## config.mk

```make
export PLATFORM = sky130hd
export DESIGN_NAME = demux_1to16_sync
export DESIGN_NICKNAME = d
export VERILOG_FILES = /design/src/rtl/demux_1to16_sync.sv
export SDC_FILE = /design/constraint.sdc
export NUM_CORES = 1
export LEC_CHECK = 0
export ABC_AREA = 1
export BUFFER_PORTS_ARGS = -buffer_cell sky130_fd_sc_hd__buf_2
export CAP_MARGIN = 0
export CORE_AREA = 2 2 39 41
export CTS_BUF_LIST = sky130_fd_sc_hd__clkbuf_2
export DETAILED_ROUTE_END_ITERATION = 16
export DIE_AREA = 0 0 41 43
export GPL_ROUTABILITY_DRIVEN = 1
export PLACE_DENSITY = 0.7
export SLEW_MARGIN = 20
export SYNTH_ARGS = -nofsm -noshare
export SYNTH_HDL_FRONTEND = slang
export SYNTH_SLANG_ARGS = --single-unit
```

## constraint.sdc

```tcl
create_clock -name clk -period 0.8 [get_ports clk]
set_input_delay 0.12 -clock clk [delete_from_list [all_inputs] [get_ports clk]]
set_output_delay 0.12 -clock clk [all_outputs]
set_load 0.02 [all_outputs]
```

## src/rtl/demux_1to16_sync.sv

```systemverilog
// demux_1to16_sync
//
// Registered 1-to-16 demultiplexer. On every rising clk edge the data word is
// loaded into the output selected by sel. By default every other output is
// cleared on the same edge, so at most one output is nonzero at a time.
// Outputs change one cycle after data/sel are sampled. No input reaches an
// output without passing through a register.
//
// Configuration macro:
//   DEMUX_1TO16_HOLD_EN  When defined, outputs that are not selected keep their
//                        previous value instead of clearing. The one-hot
//                        property then no longer holds. Reset still clears
//                        all outputs.
//
// Parameters:
//   DATA_W     width of data and of each output y0..y15
//
// Ports:
//   clk        rising-edge clock, the only clock
//   rst        synchronous reset, active-high; clears all outputs
//   data       word to route
//   sel        destination index 0..15, unsigned
//   y0..y15    registered outputs; y[sel] = data from the previous edge,
//              all others 0 (or held when DEMUX_1TO16_HOLD_EN is defined)

module demux_1to16_sync #(
    parameter int unsigned DATA_W = 1
) (
    input  logic              clk,
    input  logic              rst,
    input  logic [DATA_W-1:0] data,
    input  logic [3:0]        sel,
    output logic [DATA_W-1:0] y0,
    output logic [DATA_W-1:0] y1,
    output logic [DATA_W-1:0] y2,
    output logic [DATA_W-1:0] y3,
    output logic [DATA_W-1:0] y4,
    output logic [DATA_W-1:0] y5,
    output logic [DATA_W-1:0] y6,
    output logic [DATA_W-1:0] y7,
    output logic [DATA_W-1:0] y8,
    output logic [DATA_W-1:0] y9,
    output logic [DATA_W-1:0] y10,
    output logic [DATA_W-1:0] y11,
    output logic [DATA_W-1:0] y12,
    output logic [DATA_W-1:0] y13,
    output logic [DATA_W-1:0] y14,
    output logic [DATA_W-1:0] y15
);

    localparam int unsigned NumOut = 16;

    // The sixteen output registers. They are the only state in the block.
    logic [DATA_W-1:0] y_q [NumOut];
    logic [DATA_W-1:0] y_d [NumOut];

    // Next-state logic. Every output gets a default first: cleared in the
    // normal build, or kept at its current value in the hold build. The
    // selected output then takes the data word. sel is a full 4-bit index,
    // so all 16 codes map to a real output.
    always_comb begin
        for (int i = 0; i < NumOut; i++) begin
`ifdef DEMUX_1TO16_HOLD_EN
            y_d[i] = y_q[i];
`else
            y_d[i] = '0;
`endif
        end
        y_d[sel] = data;
    end

    // Reset wins over data/sel on the same edge.
    always_ff @(posedge clk) begin
        if (rst) begin
            for (int i = 0; i < NumOut; i++) begin
                y_q[i] <= '0;
            end
        end else begin
            for (int i = 0; i < NumOut; i++) begin
                y_q[i] <= y_d[i];
            end
        end
    end

    assign y0  = y_q[0];
    assign y1  = y_q[1];
    assign y2  = y_q[2];
    assign y3  = y_q[3];
    assign y4  = y_q[4];
    assign y5  = y_q[5];
    assign y6  = y_q[6];
    assign y7  = y_q[7];
    assign y8  = y_q[8];
    assign y9  = y_q[9];
    assign y10 = y_q[10];
    assign y11 = y_q[11];
    assign y12 = y_q[12];
    assign y13 = y_q[13];
    assign y14 = y_q[14];
    assign y15 = y_q[15];

endmodule

```

==> flow_summary.yaml <==
clock_network:
  post_cts_buffers: 0
  cts_made_buffers: 3
  clock_path_buffers: 2
  cts_tree: "done"
  ctsHtreeMaxLevel: 1
  cts.sinks: 16
  cts_hold_buf: 0
  path_clk_slew_ps: 140
  cts-root-buf: "clkbuf_2"
pwr:
  p_leak_uw: 0.0003510
  powerDensity_nw_per_um2: 1716
  ir_worst_vdd_v: 0.0004955
critical_path:
  crit_path_max_fanout: 1
  crit_buf_inv: 1
  path_cells: "buf_6"
  startpoint_type: "register"
  slowest_stage: "dfxtp_2"
  required_ps: 680
  arrival_ps: 760
  endpoint_kind: "primary output"
  worstSetupPathType: "register to primary output"
  path_delay_family: "flip-flops"
  slowest_delay_ps: 350
yosys:
  ys_seq_area_share_pct: 69.75
  syn_inst: 51
  syn_area_um2: 459.2
  synth_area_leaders: "dfxtp_1 (70%), nor2_1 (16%), nand2_1 (7.4%)"
  synth_top_area_share_pct: 69.75
  yosys.cell_types.count: 5
  syn_nets: 58
  yosys_warnings: 0
  yosys.area.top_type: "dfxtp_1"
  ys_seq_elements: 16
  synth_area_per_cell_um2: 9.004
timing:
  setup_tns_ps: -1132
  max_freq_mhz: 1138
  fin_crit_sh_pct: 109.9
  final_hold_viol_count: 0
  slew_viol_final: 0
  setup_viol: 16
  rsz0062_at_grt: "yes"
  worst_slack_ps: -78.87
  layout_min_cycle_time_ps: 878.9
  relSlewSlack_pct: 89.00
  worstMarginPinSlew_ps: 164.7
global_route:
  grt.overflow.total: 0
  grt_pass1_vias: 347
  grt_use_total_pct: 11.43
  grt_first_pass_wirelength_um: 1311
  antenna_found_initial: 0
  grt_max_degree: 10
detailed_routing:
  avgViaCountPerCell: 4.237
  drc: 0
  dr.first_iter.drc_count: 8
  drt_pre_antenna_iters: 4
  num_vias: 394
  wl_per_cell_um: 9.882
  finalWirelength_um: 919
  drtAntennaViolNets: 0
layout:
  design_area_um2: 728.2
  fin_nets: 85
  antenna_cells: 0
  drive_gt1_share_pct: 54.55
  syn2layout_area_growth_pct: 58.58
  regMostFlops: "y_q"
  largest_registers: "y_q x16"
  largest_register_ffs: 16
flow_run:
  maxCapViolations: 0
worst_hold_path:
  hp-class: "input pin to register"
floorplan:
  core-area_um2: 1384
  initial_core_util_pct: 33.18
  dieHeight_um: 43
  num_rows: 14
  ios: 23
  die-area_um2: 1763
  die_w_um: 41
place:
  place_area_um2: 589.3
  dp_hpwl_um: 662.8
  port_buffers: 22
  gp_congestion: 0.6767
outcome:
  violations: "negative setup slack"
  status: "finished, violations left"
==> worst min-delay path: cells and delay by family <==
family / cells / cell delay [ps]
and+or+nand+nor: 2 / 180
buffers and inverters: 1 / 110
==> path summary, 6_finish.rpt <==
path                        from          to  depth (start not counted)
worst max-delay path  y_q[0][13]         y13                          1
worst min-delay path      sel[3]  y_q[0][13]                          3
==> stage by stage <==
step / power, uW / hold slack [ps] / setup slack (ps) / util, % / std cells
3_3_place_gp: 903.7 / 461.2 / 152.5 / 42.59 / 89
3_5_place_dp: 904.6 / 455.2 / 122.7 / 42.59 / 89
6_report: 1250 / 136.3 / -78.87 / 52.62 / 93
2_1_floorplan: 869.5 / 307.5 / 284.9 / - / 51
5_1_grt: 1292 / 144.6 / -110.3 / 52.62 / 93
4_1_cts: 1257 / 126.5 / -87.57 / 52.62 / 93
==> cells in the mapped netlist <==
master and count:
dfxtp_1 16, inv_1 6, nor2_1 19, nor2_4 1, nand2_1 9
==> cell usage in the layout, fill, tap and decap left out, drive strengths merged <==
| master | count |
|---|---|
| clkinv | 1 |
| nand2 | 9 |
| buf | 22 |
| inv | 6 |
| dfxtp | 16 |
| clkbuf | 3 |
| nor2 | 20 |
==> routing by layer <==
layer  up-vias  GRT usage, %  routed length [um]  part of all wire [%]
met5         -             0                   0                     0
met4         0         10.00                  24                   2.6
met3         4         2.094                  76                   8.3
met2        19         17.81                 422                    46
met1       169         12.17                 395                    43
li1        202             -                   -                     -
==> area by class of cell <==
class	count	area, um^2
Clock inverter	1	3.754
Fill cell	131	655.6
Tap cell	16	20.02
Sequential cell	16	340.3
Inverter	6	22.52
Multi-Input combinational cell	29	116.4
Clock buffer	3	15.01
Timing Repair Buffer	22	210.2
==> kinds of logic after synthesis <==
kind of cell,Yosys count,share of synthesized area [%]
buffers and inverters,6,4.904
and+or+nand+nor,29,25.34
DFF,16,69.76
==> what timing repair did <==
action | 4_1_cts | 5_1_grt
gates resized for setup | 48 | 0
endpoints found under the setup margin | 16 | 16
pin swaps | 0 | 0
==> report_power, final <==
group | switching, uW | internal (uW) | total, uW
clock | 242 | 109 | 350
combinational | 53.6 | 36.7 | 90.2
sequential | 3.57 | 805 | 809
Note: power is estimated with default switching activity, not from simulation.
